**config.mk**
```make
export PLATFORM = sky130hd
export DESIGN_NAME = bcd_down_counter
export DESIGN_NICKNAME = d
export VERILOG_FILES = /design/src/rtl/bcd_down_counter.sv
export SDC_FILE = /design/constraint.sdc
export NUM_CORES = 1
export LEC_CHECK = 0
export ABC_CLOCK_PERIOD_IN_PS = 2320
export CELL_PAD_IN_SITES_DETAIL_PLACEMENT = 0
export CELL_PAD_IN_SITES_GLOBAL_PLACEMENT = 1
export CORE_UTILIZATION = 34
export DETAILED_ROUTE_END_ITERATION = 6
export PLACE_DENSITY = 0.92
export SKIP_CTS_REPAIR_TIMING = 1
export SYNTH_ARGS = -nofsm -noshare
export SYNTH_HDL_FRONTEND = slang
export SYNTH_SLANG_ARGS = --single-unit
```
**constraint.sdc**
```tcl
create_clock -name clk -period 2.32 [get_ports clk]
set_input_delay 0.464 -clock clk [delete_from_list [all_inputs] [get_ports clk]]
set_output_delay 0.464 -clock clk [all_outputs]
set_load 0.01 [all_outputs]
```
**src/rtl/bcd_down_counter.sv**
```systemverilog
// Cascadable DIGITS-digit BCD down counter with parallel load, optional
// wrap-around (all-zero -> all-nine) and one-cycle borrow/done/load_err pulses.
module bcd_down_counter #(
    parameter int unsigned DIGITS = 2,
    parameter bit          WRAP   = 1'b1
) (
    input  logic                  clk,
    input  logic                  clear,
    input  logic                  en,
    input  logic                  load,
    input  logic [4*DIGITS-1:0]   d,
    output logic [4*DIGITS-1:0]   q,
    output logic                  zero,
    output logic                  borrow_out,
    output logic                  done,
    output logic                  load_err
);

    localparam int unsigned W = 4 * DIGITS;

    logic [W-1:0] load_val;
    logic         load_bad;
    logic [W-1:0] dec_val;
    logic         dec_br;
    logic [3:0]   dig;
    logic [W-1:0] q_next;
    logic         borrow_next;
    logic         done_next;
    logic         err_next;

    assign zero = (q == '0);

    // Load sanitising: out-of-range digits are stored as 9 and flagged.
    always_comb begin
        load_val = '0;
        load_bad = 1'b0;
        for (int i = 0; i < int'(DIGITS); i++) begin
            if (d[4*i +: 4] > 4'd9) begin
                load_val[4*i +: 4] = 4'd9;
                load_bad           = 1'b1;
            end else begin
                load_val[4*i +: 4] = d[4*i +: 4];
            end
        end
    end

    // Ripple-borrow decrement; all-zero naturally rolls over to all-nine.
    always_comb begin
        dec_val = '0;
        dec_br  = 1'b1;
        dig     = 4'd0;
        for (int i = 0; i < int'(DIGITS); i++) begin
            dig = q[4*i +: 4];
            if (dig > 4'd9) begin
                dig = 4'd9;
            end
            if (dec_br) begin
                if (dig == 4'd0) begin
                    dec_val[4*i +: 4] = 4'd9;
                end else begin
                    dec_val[4*i +: 4] = dig - 4'd1;
                    dec_br            = 1'b0;
                end
            end else begin
                dec_val[4*i +: 4] = dig;
            end
        end
    end

    // Next-state selection: load > count > hold.
    always_comb begin
        q_next      = q;
        borrow_next = 1'b0;
        done_next   = 1'b0;
        err_next    = 1'b0;
        if (load) begin
            q_next   = load_val;
            err_next = load_bad;
        end else if (en) begin
            if (zero) begin
                if (WRAP) begin
                    q_next      = dec_val;
                    borrow_next = 1'b1;
                end
            end else begin
                q_next    = dec_val;
                done_next = (dec_val == '0);
            end
        end
    end

    always_ff @(posedge clk or negedge clear) begin
        if (!clear) begin
            q          <= '0;
            borrow_out <= 1'b0;
            done       <= 1'b0;
            load_err   <= 1'b0;
        end else begin
            q          <= q_next;
            borrow_out <= borrow_next;
            done       <= done_next;
            load_err   <= err_next;
        end
    end

endmodule

```
Word-level counts from Yosys, hierarchy flattened:

Cells that the tools add are included.

* flip-flop bits (word level): 11
* bits of input ports: 12
* output and inout bits: 12
* logic and storage cells: 34

* $add $sub $neg: 2
* $lt $le $gt $ge: 4
* multiplexer cells: 19
* reductions and logical operators: 5

Operators with widths (number)
* 4-bit 2-to-1 mux: 7
* 4-bit greater-than comparator, second input constant: 4
* 8-bit logical NOT: 2
* 8-bit 2-to-1 mux: 2
* 1-bit 2-to-1 mux: 10
* 4-bit logical NOT: 2
* 4-bit by 1-bit subtractor with 4-bit output, second input constant: 2
* 2-bit nonzero test: 1

Logic depth before layout (Yosys ltp):

Gate-level depths: netlist of the first run.

* depth after elaboration: 9
* depth in mapped cells: 5
* mapped depth without buffers: 4

Least setup slack after synthesis of the first run:

OpenSTA, ideal clock, no wires.

* kind: register -> output
* start point: register q[3]
* end point: output port zero
* data arrival time: 1.314 ns
* required time: 1.856 ns
* slack: 0.542 ns
* stages on the path, launching flop included: 5
* buffers on the path: 1
* path through: dfrtp_1 buf_6 nor4_4 nand2_1 nor4_1

* cells in the longest elaborated chain, start to end: 1

Ends and longest elaborated chain
* start: declaration: RTL line 12 `output logic [4*DIGITS-1:0] q,`
* start signal: assignment: RTL line 99 `q <= q_next;`
* 8-bit logical NOT: RTL line 31 `assign zero = (q == '0);`
* end: declaration: RTL line 13 `output logic zero,`

Every way passes these cells.

Worst setup path in the final report of the first run:

* start point: register q[4]
* end point: output port zero

Same word-level chain as after synthesis.

==> results.cfg, run 1 <==
[timing]
setup_viol_count_final = 0
clock.fmax_ghz = 0.490
worst_slew_margin_rel_pct = 67.7
final_min_period_over_clock_period_pct = 87.9
tightest_slew_ps = 483
rsz_0062_raised_after_global_routing = false
skew_ps = 3.62
final_period_minus_worst_setup_slack_ps = 2040
final_max_slew_viol_count = 0
hold_violations = 0

[setup_path]
r2r-start = q[2]
critPathLaunch = q[4]
cp.arrival_ps = 1570
ws_path_type = reg -> out
timing.critical_path.from_type = register
worstPathMaxFanout = 5
endpoint_kind = output port
required_ps = 1860

[floorplan]
floorplan.io_pins = 24
design.die.area_mm2 = 0.00224
die_height_um = 47.4
initial_utilization_pct = 36.0
die_width_um = 47.4
core_area_mm2 = 0.00194
placement_rows = 16

[clock_tree]
clockBufferDepth = 2
cts-htree-levels = 1
path_clk_slew_ps = 80
numClockSinks = 11
clk_latency_ps = 280
clk_root_buffer_cell = sky130_fd_sc_hd__clkbuf_4
cts_tree = yes
numCtsBuffers = 3

[cells_and_area]
area_growth_syn_to_layout_pct = 44.2
diodes = 0
mostFrequentLayoutCell = sky130_fd_sc_hd__clkdlybuf4s50_1
final_area_mm2 = 0.00101
mostFrequentLayoutCells = 22 x sky130_fd_sc_hd__clkdlybuf4s50_1, 11 x sky130_fd_sc_hd__dfrtp_1, 9 x sky130_fd_sc_hd__a21oi_1, 6 x sky130_fd_sc_hd__buf_4, 5 x sky130_fd_sc_hd__o21ai_0
drive_above_1_share_pct = 15.5
final_nets = 116
final.fill_count = 187

[logic_synthesis]
post_synth_inst_count = 75
yosysUniqueCellTypes = 34
post_synth_instance_area_um2 = 699
synth_seq_cells = 11
synth_sequential_area_ratio_pct = 39.4
synth_area_per_cell_um2 = 9.33
syn_nets = 87
ys.warnings.count = 0

[global_route]
grt.overflow.total = 0
grt_first_pass_wirelength_um = 2600
gr-usage-met2_pct = 23.0
grt_busiest_layer = met1
groute.usage.overall_pct = 17.5
grt.met1_usage_pct = 25.9
first_global_vias = 541
grt_start_max_net_pins = 12
grt_antenna_before_repair = 0
met3_usage_pct = 6.92

[outcome]
run_status = completed

[place]
io_buffers = 23
post_dp_cell_area_um2 = 980
routabilityCongestion = 0.836
dpl.hpwl_um = 1320

[flow_run]
max_cap_viol_count = 0

[route]
routed_wl_um = 1740
routed-via-count = 668
drt_iter0_markers = 17
vias_per_cell = 5.14
detail_route.drc_violations = 0
detail_route.wl_per_cell_um = 13.4
ant_nets = 0
drt_pass1_iterations = 4

[worst_hold_path]
min_path_type = in -> async

[power]
leakage_nw = 0.415
power_per_cell_area_mw_per_mm2 = 561
power.total_mw = 0.566
ir_drop_worst_case_vdd_v = 0.000368
## final timing paths
path                         to  slack (ps)  depth (start not counted)
hold / removal             q[1]         500                          1
setup reg to reg           q[3]         810                          4
min in group clk           done         640                          2
setup / recovery           zero         280                          4
hold reg to reg            done         640                          2
max in group asynchronous  q[7]        1490                          1
## flip-flops by register name, summed over array words and instances, names as in the netlist
signal,flops
borrow_out,1
q,8
load_err,1
done,1
## power breakdown
part | internal [mW] | switching, mW
sequential | 0.209 | 0.0246
combinational | 0.101 | 0.0905
clock | 0.0669 | 0.0735
## per-layer routing
metal	share of wire, %	up-vias
met3	5.0	3
met2	45	18
li1	-	331
met4	1.2	0
met5	0	-
met1	49	316
## cell usage after synthesis
master | number | area [µm²]
sky130_fd_sc_hd__o311ai_1 | 1 | 8.76
sky130_fd_sc_hd__inv_2 | 2 | 7.51
sky130_fd_sc_hd__o21ai_0 | 5 | 25.0
sky130_fd_sc_hd__nor4b_4 | 1 | 23.8
sky130_fd_sc_hd__nand3b_1 | 1 | 7.51
sky130_fd_sc_hd__clkbuf_1 | 2 | 7.51
sky130_fd_sc_hd__nor2b_1 | 4 | 25.0
sky130_fd_sc_hd__mux2_2 | 1 | 11.3
sky130_fd_sc_hd__buf_6 | 1 | 11.3
sky130_fd_sc_hd__a31oi_1 | 1 | 6.26
sky130_fd_sc_hd__xor2_1 | 3 | 26.3
sky130_fd_sc_hd__nand2b_1 | 3 | 18.8
sky130_fd_sc_hd__nor4_2 | 1 | 12.5
sky130_fd_sc_hd__nand2_2 | 1 | 6.26
sky130_fd_sc_hd__and3_1 | 1 | 6.26
sky130_fd_sc_hd__o31ai_1 | 1 | 7.51
sky130_fd_sc_hd__a21oi_1 | 9 | 45.0
sky130_fd_sc_hd__nor4_1 | 3 | 18.8
sky130_fd_sc_hd__a221oi_1 | 1 | 8.76
sky130_fd_sc_hd__nor2_1 | 4 | 15.0
sky130_fd_sc_hd__a211oi_1 | 1 | 7.51
sky130_fd_sc_hd__buf_2 | 2 | 10.0
sky130_fd_sc_hd__o31a_1 | 1 | 8.76
sky130_fd_sc_hd__nand4_1 | 1 | 6.26
sky130_fd_sc_hd__nand2_1 | 3 | 11.3
sky130_fd_sc_hd__a32oi_1 | 1 | 8.76
sky130_fd_sc_hd__o21ai_1 | 2 | 10.0
sky130_fd_sc_hd__nor3b_1 | 2 | 15.0
sky130_fd_sc_hd__nor4_4 | 1 | 21.3
sky130_fd_sc_hd__dfrtp_1 | 11 | 275
sky130_fd_sc_hd__inv_1 | 1 | 3.75
sky130_fd_sc_hd__xnor2_1 | 1 | 8.76
sky130_fd_sc_hd__nand3_1 | 1 | 5.00
sky130_fd_sc_hd__and3b_1 | 1 | 8.76
## kinds of logic (layout without fill, tap and decap cells)
group | count (synthesis) | count (layout) | share of synthesized area [%]
DFF | 11 | 11 | 39.4
buffers and inverters | 8 | 36 | 5.72
and+or+nand+nor | 28 | 28 | 28.8
AOI/OAI and AO/OA | 23 | 23 | 19.5
muxes | 1 | 1 | 1.61
xor gates and xnor gates | 4 | 4 | 5.01
## cell type report
type | count | area (µm²) | share of cell area (%)
Sequential cell | 11 | 275 | 27.3
Tap cell | 27 | 33.8 | 3.35
Multi-Input combinational cell | 56 | 384 | 38.1
Clock buffer | 4 | 26.3 | 2.61
Timing Repair Buffer | 29 | 278 | 27.5
Inverter | 3 | 11.3 | 1.12
## critical path, cell delays in order, from the launching register on
cell and delay, ps:
sky130_fd_sc_hd__dfrtp_1 440, sky130_fd_sc_hd__nor4_4 330, sky130_fd_sc_hd__nand2_1 150, sky130_fd_sc_hd__nor4_1 170, sky130_fd_sc_hd__dlymetal6s2s_1 190
## per-stage QoR
| stage | TNS (ps) | hold slack, ps | util [%] | worst slack [ps] | instances |
|---|---|---|---|---|---|
| 6_report | 0 | 505 | 51.9 | 281 | 130 |
| 5_1_grt | 0 | 549 | 51.9 | 210 | 130 |
| 4_1_cts | -135 | 525 | 51.8 | -135 | 130 |
| 3_5_place_dp | 0 | 630 | 50.5 | 174 | 126 |
| 3_3_place_gp | 0 | 608 | 50.5 | 236 | 126 |
| 2_1_floorplan | 0 | 168 | - | 542 | 75 |
No activity file was read; power rests on OpenSTA's default activity.
==> run 2, diff against run 1 <==
--- a/config.mk
+++ b/config.mk
@@ -10,6 +10,7 @@
 export CELL_PAD_IN_SITES_GLOBAL_PLACEMENT = 1
 export CORE_UTILIZATION = 34
 export DETAILED_ROUTE_END_ITERATION = 6
+export GPL_ROUTABILITY_DRIVEN = 0
 export PLACE_DENSITY = 0.92
 export SKIP_CTS_REPAIR_TIMING = 1
 export SYNTH_ARGS = -nofsm -noshare
==> results of run 2 <==
Same layout as run 1: the final DEF is identical, and so are final timing and power.
